$ cat src/rtl/song_reader.sv
// Purpose : walks note words in the song RAM from base_addr, presenting each note and holding it for its duration in beats.
// Latency : play rising in IDLE -> ram_addr=base next cycle -> note/new_note 3 cycles after play; 3-cycle gap between notes.
// Backpressure: play=0 pauses the beat count in PLAY; an in-flight fetch always completes regardless of play.
//
// Ports:
//   clk, reset   single clock, synchronous active-high reset
//   play         level run/pause; beat one-cycle tempo tick
//   base_addr    first word address, sampled when leaving IDLE
//   ram_addr     address to the RAM read port (registered)
//   ram_dout     RAM read data, valid one cycle after ram_addr
//   note         current note (registered); new_note pulses when it changes
//   note_active  high while a note is being held
//   song_done    one-cycle pulse at end of song
module song_reader #(
  parameter int ADDR_W = 8,
  parameter int NOTE_W = 6,
  parameter int DUR_W  = 6
) (
  input  logic                      clk,
  input  logic                      reset,
  input  logic                      play,
  input  logic                      beat,
  input  logic [ADDR_W-1:0]         base_addr,
  output logic [ADDR_W-1:0]         ram_addr,
  input  logic [NOTE_W+DUR_W-1:0]   ram_dout,
  output logic [NOTE_W-1:0]         note,
  output logic                      new_note,
  output logic                      note_active,
  output logic                      song_done
);

  localparam logic [ADDR_W-1:0] LAST_ADDR = '1;

  typedef enum logic [2:0] {
    IDLE,
    FETCH,
    DECODE,
    PLAY,
    DONE
  } state_t;

  state_t              state, state_n;
  logic [ADDR_W-1:0]   addr, addr_n;
  logic [DUR_W-1:0]    left, left_n;
  logic                first, first_n;
  logic [NOTE_W-1:0]   note_n;
  logic                new_note_n;
  logic                song_done_n;
  logic                count_beat;

  logic [DUR_W-1:0]    word_dur;
  logic [NOTE_W-1:0]   word_note;

  assign word_dur    = ram_dout[DUR_W-1:0];
  assign word_note   = ram_dout[NOTE_W+DUR_W-1:DUR_W];
  assign ram_addr    = addr;
  assign note_active = (state == PLAY);

  always_comb begin
    state_n     = state;
    addr_n      = addr;
    left_n      = left;
    first_n     = first;
    note_n      = note;
    new_note_n  = 1'b0;
    song_done_n = 1'b0;
    count_beat  = 1'b0;

    case (state)
      IDLE: begin
        if (play) begin
          addr_n  = base_addr;
          state_n = FETCH;
        end
      end

      // RAM captures addr at the end of this cycle; data shows up in DECODE.
      FETCH: state_n = DECODE;

      DECODE: begin
        if (word_dur == '0) begin
          state_n     = DONE;
          song_done_n = 1'b1;
        end else begin
          note_n     = word_note;
          left_n     = word_dur;
          first_n    = 1'b1;
          new_note_n = 1'b1;
          state_n    = PLAY;
        end
      end

      PLAY: begin
        // The note starts on a beat: the first PLAY cycle counts as one,
        // and that pending credit survives a pause until it is used.
        count_beat = play & (beat | first);
        if (count_beat) begin
          first_n = 1'b0;
          if (left == DUR_W'(1)) begin
            if (addr == LAST_ADDR) begin
              // End of address space: finish rather than wrap to 0.
              state_n     = DONE;
              song_done_n = 1'b1;
            end else begin
              addr_n  = addr + ADDR_W'(1);
              state_n = FETCH;
            end
          end else begin
            left_n = left - DUR_W'(1);
          end
        end
      end

      // Stay here until play drops so a held play level cannot replay.
      DONE: begin
        if (!play) begin
          state_n = IDLE;
        end
      end

      default: state_n = IDLE;
    endcase
  end

  always_ff @(posedge clk) begin
    if (reset) begin
      state     <= IDLE;
      addr      <= '0;
      left      <= '0;
      first     <= 1'b0;
      note      <= '0;
      new_note  <= 1'b0;
      song_done <= 1'b0;
    end else begin
      state     <= state_n;
      addr      <= addr_n;
      left      <= left_n;
      first     <= first_n;
      note      <= note_n;
      new_note  <= new_note_n;
      song_done <= song_done_n;
    end
  end

endmodule

$ cat config.mk
export PLATFORM = sky130hd
export DESIGN_NAME = song_reader
export DESIGN_NICKNAME = d
export VERILOG_FILES = /design/src/rtl/song_reader.sv
export SDC_FILE = /design/constraint.sdc
export NUM_CORES = 1
export LEC_CHECK = 0
export ABC_AREA = 0
export CAP_MARGIN = 30
export CORE_ASPECT_RATIO = 0.7
export CORE_UTILIZATION = 33
export DETAILED_ROUTE_END_ITERATION = 8
export HOLD_SLACK_MARGIN = 0.12
export REMOVE_ABC_BUFFERS = 1
export SYNTH_ARGS = -nofsm -noshare
export SYNTH_HDL_FRONTEND = slang
export SYNTH_SLANG_ARGS = --single-unit
export TNS_END_PERCENT = 50
$ cat constraint.sdc
create_clock -name clk -period 1.6 [get_ports clk]
set_clock_uncertainty 0.1 [all_clocks]
set_input_delay 0.16 -clock clk [delete_from_list [all_inputs] [get_ports clk]]
set_output_delay 0.16 -clock clk [all_outputs]
set_load 0.005 [all_outputs]
======== After elaboration in Yosys (flattened, before gate mapping) ========
Cells that the tools add are included.
storage, ports and cells
  flip-flop bits (word level) ............. 26
  input bits .............................. 24
  output and inout bits ................... 17
  word-level logic and storage cells ...... 61
operators by class
  $add $sub $neg .......................... 2
  equal/unequal tests ..................... 13
  muxes and demuxes ....................... 25
  bitwise logic cells ..................... 4
  reduce and logical (&&, ||, !) cells .... 10
operators by type and width
  operator               count
  $mux W8                4
  $mux W3                6
  $mux W6                3
  $pmux W8 S2            1
  $pmux W3 S5            1
  $pmux W6 S2            1
  $ne A2 B2 Y1 const B   5
  $add A8 B1 Y8 const B  1
  $eq A8 B8 Y1 const B   1
  $reduce_and A4 Y1      2
  $mux W1                7
  $eq A3 B2 Y1 const B   2
  $eq A6 B1 Y1 const B   1
  $logic_not A6 Y1       1
  $sub A6 B1 Y6 const B  1
  $reduce_and A5 Y1      1
  $ne A2 B1 Y1 const B   2
  $pmux W1 S2            2
  $reduce_bool A2 Y1     2
  $eq A3 B1 Y1 const B   1
  $eq A3 B3 Y1 const B   1
  $logic_not A3 Y1       1
  $reduce_and A3 Y1      1
  $not A1 Y1             2
  4 further kinds        4

======== Longest topological paths before layout ========
  depth after elaboration ................. 5
  mapped depth ............................ 8
  mapped depth without buffers ............ 7

======== Worst setup path after synthesis ========
No wires, ideal clock.
  path kind ............................... register to register
  start point ............................. register state[2]
  end point ............................... register left[5]
  library setup time ...................... 0.071 ns
  arrival time ............................ 1.601 ns
  required time ........................... 1.429 ns
  path slack .............................. -0.171 ns
  cell stages (with the launch flop) ...... 7
  path buffers ............................ 1
  clock period less this slack ............ 1.771 ns
  cells stage by stage .................... dfxtp_1 > nand2b_2 > a311oi_4 > a41oi_2 > buf_6 > or2_0 > a21oi_1
between the ends
  longest elaborated chain between the ends .. 3
  elaborated cells between the ends (all ways) .. 8
  classes of those cells .................. 5 x eq/ne; 1 x mux; 2 x reduce/logical
RTL lines
  element                                               RTL line  text
  start: declaration                                    42        state_t state, state_n;
  start signal: assignment                              135       state <= state_n;
  $eq A3 B2 Y1                                          69        case (state)
  $ne A2 B2 Y1 (no line), or another cell as far along  n/a
  $reduce_and A4 Y1 (no line)                           n/a
  end signal: assignment                                137       left <= left_n;
  end: declaration                                      44        logic [DUR_W-1:0] left, left_n;
Parallel ways exist; a longest one is shown, timed or not.
A chain may end at the register's enable or synchronous reset.

======== Worst setup path in the final report ========
  start point ............................. register left[1]
  end point ............................... register addr[0] (netlist: ram_addr[0])
between the ends
  longest elaborated chain between the ends .. 3
RTL lines
  element                      RTL line  text
  $eq A6 B1 Y1                 99        if (left == DUR_W'(1)) begin
  $ne A2 B1 Y1 (no line)       n/a
  $reduce_and A5 Y1 (no line)  n/a
  end signal: assignment       136       addr <= addr_n;
  end: declaration             43        logic [ADDR_W-1:0] addr, addr_n;
Every way passes these cells.

==> reports/qor.csv <==
metric,value,unit
status,"complete, but fails checks",
violated checks,negative setup slack,
Hold Path Class,in -> reg,
area grow syn2layout,83.6,%
clk slew on worst S/H paths,100,ps
routed len/inst,15.2,um
CP max FO,4,
Die Y,57.5,um
register area,541,sq um
Critical-path top delay cell,dfxtp_2,
Post-Synthesis Cells,183,
Critical path origin,left[1],
CTS sink count,26,
Pre-Repair DR Iteration Count,4,
setup ws final,-181,ps
hold slack,318,ps
Nets,311,
Lkg Pwr,1.05,nW
initial drt markers,137,
layout cell share with drive strength beyond 1,0.410,
initial antenna violation count,0,
Setup CP Type,reg -> reg,
vias per cell,5.41,
cell with the most instances after synthesis,dfxtp_1,
crit end category,flop,
clock latency at the later pin of the worst-skew pair,280,ps
MaxCap Viol Count,0,
CP endpoint,ram_addr[0],
io pins,41,
fin. max-slew vios,0,
vias in the first global route,1646,
top_reg_cell synth,dfxtp_1,
most frequent CP cell,a21oi_1,
fin area,0.00267,sq mm
relative slew slack,0.759,
crit path time final,1780,ps
Multi-input gate area,0.00105,sq mm
post-synth top area share,0.358,
routed vias,1811,
data arrival time of the critical path,1890,ps
Post-synth EDFFs,0,
CTS tree,built,
ranking of synthesized cells by area,"dfxtp_1 (36%), a21oi_1 (7.2%), nor2_1 (6.5%)",
Critical Path RT,1710,ps
cells on worst reg2reg path,8,
largest net degree at the start of global routing,16,
Async SR Flop Fraction,0,
Peak Freq,562,MHz
total die area,0.00468,sq mm
FF-to-FF End,ram_addr[0],
post-synthesis sequential area ratio,0.358,
TritonCTS buffer count,3,
die width,81.3,um
Yosys reg bits,26,
FF-to-FF setup slack,-180,ps
Buffers on Ports,40,
Yosys top cell by area,dfxtp_1,
gr usage total,0.226,
Initial Util,0.358,
CTS max path bufs,2,
root buffer cell,clkbuf_8,
first-pass GRT wire length,7.88,mm
Synth top cells by count,"dfxtp_1 (26), nor2_1 (25), a21oi_1 (21), nand2_1 (16), mux2i_1 (8)",
n_diodes,0,
biggest cell delay along the critical path,330,ps
reg-to-reg startpoint,left[1],
WL final,5.10,mm
crit-path cells,inv_2 -> ha_4 -> nor2b_4 -> nand4_1 -> buf_4 -> nor4_2 -> a21oi_1 -> a21oi_1,
Slew @ Worst Pin,361,ps
Yosys cell types,43,
grt total ovfl,0,
Final Hold Viols,0,
syn avg cell area,7.94,sq um
"antenna viol nets, final",0,
Final GP Congestion,0.911,
worst vdd ir,0.439,mV
Post-Syn Area,0.00145,sq mm
Rows,19,
H-tree Lvls,1,
Filler cells,319,
final setup fails,16,
setup TNS,-1180,ps
dpl cell area,0.00228,sq mm
DP Wirelength,3.36,mm
Post-route DRC,0,
Core ar.,0.00407,sq mm
Startpoint Class,flop,
unrepaired setup endpoints after global routing,yes,
P per Cell Area,773,mW/mm^2
Yosys warning count,0,
Final Cycle Share,1.11,
post-route total power,2.06,mW
[routing by layer]
metal,part of all wire,global-route usage,vias up,wire [um]
met5,0,0,-,0
li1,-,-,871,-
met3,0.071,0.0688,12,361
met4,0.012,0.0459,0,59
met1,0.49,0.325,846,2490
met2,0.43,0.329,82,2190
[flip-flops by register name, indices dropped and copies added, names as in the netlist]
register and cells:
new_note 1, ram_addr 8, first 1, note 6
state 3, left 6, song_done 1
[logic make-up after synthesis]
family / synth area share
xor+xnor: 0.00603
mux: 0.0551
simple gates: 0.286
buf+inv: 0.0430
compound gates: 0.226
flops: 0.358
fa+ha+maj: 0.0258
[cells in the final DEF (no fill, tap or decap), drive strengths merged, types with 2 or more instances in the layout]
| master | Yosys | routed |
|---|---|---|
| o21ai | 8 | 8 |
| dlymetal6s2s | 0 | 4 |
| and3 | 3 | 3 |
| or3 | 2 | 2 |
| o32ai | 3 | 3 |
| ha | 3 | 3 |
| inv | 6 | 6 |
| dfxtp | 26 | 26 |
| nand4 | 5 | 5 |
| clkbuf | 4 | 4 |
| a31oi | 3 | 3 |
| a21oi | 21 | 21 |
| mux2i | 8 | 8 |
| buf | 4 | 64 |
| a211oi | 2 | 2 |
| nor2b | 2 | 2 |
| nor3 | 8 | 8 |
| nor2 | 25 | 25 |
| nor4 | 2 | 2 |
| a21o | 2 | 2 |
| clkdlybuf4s50 | 0 | 35 |
| a311oi | 3 | 3 |
| a22oi | 2 | 2 |
| nand2 | 16 | 16 |
| nand3 | 7 | 7 |
| or2 | 5 | 5 |
[how the worst min path moves through the flow]
stage                  from  slack, ps          end  cells after the start
6_report        ram_dout[1]        320      left[1]                      5
5_1_grt         ram_dout[1]        340      left[1]                      5
4_1_cts        base_addr[2]        370  ram_addr[2]                      3
3_5_place_dp        left[4]        380      left[4]                      2
3_3_place_gp          first        370        first                      2
2_1_floorplan         reset        130      left[0]                      1
[worst max-delay path: cells and delay by family (launching register included)]
family / cells / cell delay, ps
AOI/OAI and AO/OA: 2 / 260
adders and majority gates: 1 / 120
buffers and inverters: 2 / 320
DFF: 1 / 330
and+or+nand+nor: 3 / 570
[metrics by stage]
step                      std cells  utilization  setup WS (ps)
after floorplan                 175            -           -810
after global placement          321        0.562           -439
after detailed placement        321        0.562           -440
after CTS                       334        0.640          -86.5
after global routing            335        0.657           -222
final                           335        0.657           -181
[layout make-up]
| type | instances | share of cell area |
|---|---|---|
| clock buffers | 3 | 0.0155 |
| flip-flops and latches | 26 | 0.203 |
| clock inverters | 1 | 0.0113 |
| well taps | 52 | 0.0244 |
| multi-input cells | 143 | 0.395 |
| inverters | 6 | 0.00844 |
| repair buffers | 104 | 0.343 |
[where the power goes]
group | switching, mW | leakage [nW] | total, mW | internal, mW
clock network | 0.224 | 0.0357 | 0.560 | 0.335
logic | 0.326 | 0.793 | 0.741 | 0.415
registers | 0.0541 | 0.217 | 0.763 | 0.709
total | 0.605 | 1.05 | 2.06 | 1.46
[timing repair]
action                     in CTS  in global routing
hold endpoints to repair        0                  0
gates resized for setup        48                 24
hold buffers                    0                  0
cloned                          0                  0
pin swaps                      19                 10
buffers inserted               11                  1
setup endpoints to repair      20                 29
No activity file was read; power rests on OpenSTA's default activity.
==> RTL edit (config.mk and constraints unchanged) <==
Set the parameter `DUR_W` to 3 (it was 6).
--- a/src/rtl/song_reader.sv
+++ b/src/rtl/song_reader.sv
@@ -16,3 +16,3 @@
   parameter int NOTE_W = 6,
-  parameter int DUR_W  = 6
+  parameter int DUR_W  = 3
 ) (
Interface: changed (resized ram_dout); port bits go from 41 to 38. The function was not compared with the original's and may differ.
==> RTL edit against the unedited design <==
- wire length decreased by 15%
- non-clock buffer count decreased by 25
- design area decreased by 19%
- sequential cell count decreased by 3
- setup slack improved by 0.068 ns
- critical path depth decreased by 4
- power decreased by 22%
- cell count decreased by 17%
- clock power decreased by 33%
- the run still ends with negative setup slack left
- synthesized cell count decreased by 19%
- area after synthesis decreased by 15%
- first-iteration DRC count decreased by 25%
==> RTL edit: results (changes against the unedited design) <==
GPL Wtd Cong: 0.9006 (was 0.9106)
HP Start: note[0]$_SDFFE_PP0P_ (was ram_dout[1])
setup bufs post-CTS: 4 (was 11)
Synth Area in Adders: 3.030% (was 2.582%)
sequential-to-total area share from yosys stat: 37.17% (was 35.80%)
first-pass GRT wire length: 6.603 mm (was 7.879 mm)
GR Layer Usage met1: 33.22% (was 32.52%)
M1 WL: 2.000 mm (was 2.488 mm)
HP Class: reg -> reg (was in -> reg)
Critical Path End: left[0]$_SDFFE_PP0P_ (was ram_addr[0]$_SDFFE_PP0P_)
routed via count: 1479 (was 1811)
setup ws final: -0.1128 ns (was -0.1807 ns)
WHS: 0.4035 ns (was 0.3179 ns)
status: finished, violations left (unchanged)
layout cells sized above 1: 31.28% (was 40.99%)
Register-to-Register Path Depth: 4 (was 8)
total power: 1.606 mW (was 2.064 mW)
ClkCell Share: 2.136% (was 2.672%)
hold endpoint: note[0]$_SDFFE_PP0P_ (was left[1]$_SDFFE_PP0P_)
GR Util met2: 33.63% (was 32.86%)
cells after synthesis: 149 (was 183)
Setup crit start: state[1]$_SDFFE_PP0P_ (was left[1]$_SDFFE_PP0P_)
placed cells: 266 (was 321)
Worst Hold Depth: 2 (was 5)
vias in the first global route: 1349 (was 1646)
DR WL met3: 256 um (was 361 um)
Post-CTS Resized: 21 (was 48)
Total GRT Usage: 22.25% (was 22.56%)
R2R Setup Slk: -0.11 ns (was -0.18 ns)
routed wire length: 4.359 mm (was 5.100 mm)
M3 GR Usage: 3.619% (was 6.880%)
pin count of the biggest net entering global routing: 14 (was 16)
Reg area: 473.0 um^2 (was 540.5 um^2)
commonest cells in the netlist: 23 x dfxtp_1, 14 x a21oi_1, 14 x nor2_1, 11 x nand2_1, 7 x o21ai_0 (was 26 x dfxtp_1, 25 x nor2_1, 21 x a21oi_1, 16 x nand2_1, 8 x mux2i_1)
multi-input logic area: 870.8 um^2 (was 1054 um^2)
largest cells by area after synthesis: dfxtp_1 37%, a21oi_1 5.7%, mux2i_1 4.8% (was dfxtp_1 36%, a21oi_1 7.2%, nor2_1 6.5%)
nets@finish: 252 (was 311)
port buffer count: 37 (was 40)
Final setup viols: 7 (was 16)
failing checks: negative setup slack (unchanged)
Fillers: 320 (was 319)
DRT iter0 DRCs: 103 (was 137)
met2 wire len: 1.973 mm (was 2.192 mm)
P_clk: 0.373 mW (was 0.560 mW)
CTS sink count: 23 (was 26)
Psw: 0.4863 mW (was 0.6046 mW)
Synth Area in XOR/XNOR: 1.414% (was 0.6024%)
sequential power: 0.681 mW (was 0.763 mW)
-- RTL edit: cell count changes in the layout (fill, tap and decap cells not counted), sizes merged, moves of 3 or more --
| cell | delta |
|---|---|
| nor2 | -9 |
| buf | -22 |
| dlymetal6s2s | -4 |
| or2 | -5 |
| nor3 | -3 |
| a21oi | -7 |
| nand2 | -5 |
| nand4 | -4 |
| dfxtp | -3 |
-- RTL edit: stage by stage --
stage / setup slack [ns] / instance area (um^2) / TNS, ns / utilization [%]
2_1_floorplan: -0.6315 / 1217 / -5.913 / -
3_3_place_gp: -0.4002 / 1913 / -3.482 / 53.76
3_5_place_dp: -0.4454 / 1913 / -4.416 / 53.76
4_1_cts: -0.1006 / 2039 / -0.4532 / 57.31
5_1_grt: -0.1785 / 2167 / -1.014 / 60.90
6_report: -0.1128 / 2167 / -0.3563 / 60.90
-- RTL edit: critical path, stage by stage (launching register included) --
cell,delay (ns)
dfxtp_4,0.38
or3b_4,0.42
a2bb2oi_4,0.18
or4_1,0.41
a31oi_1,0.16
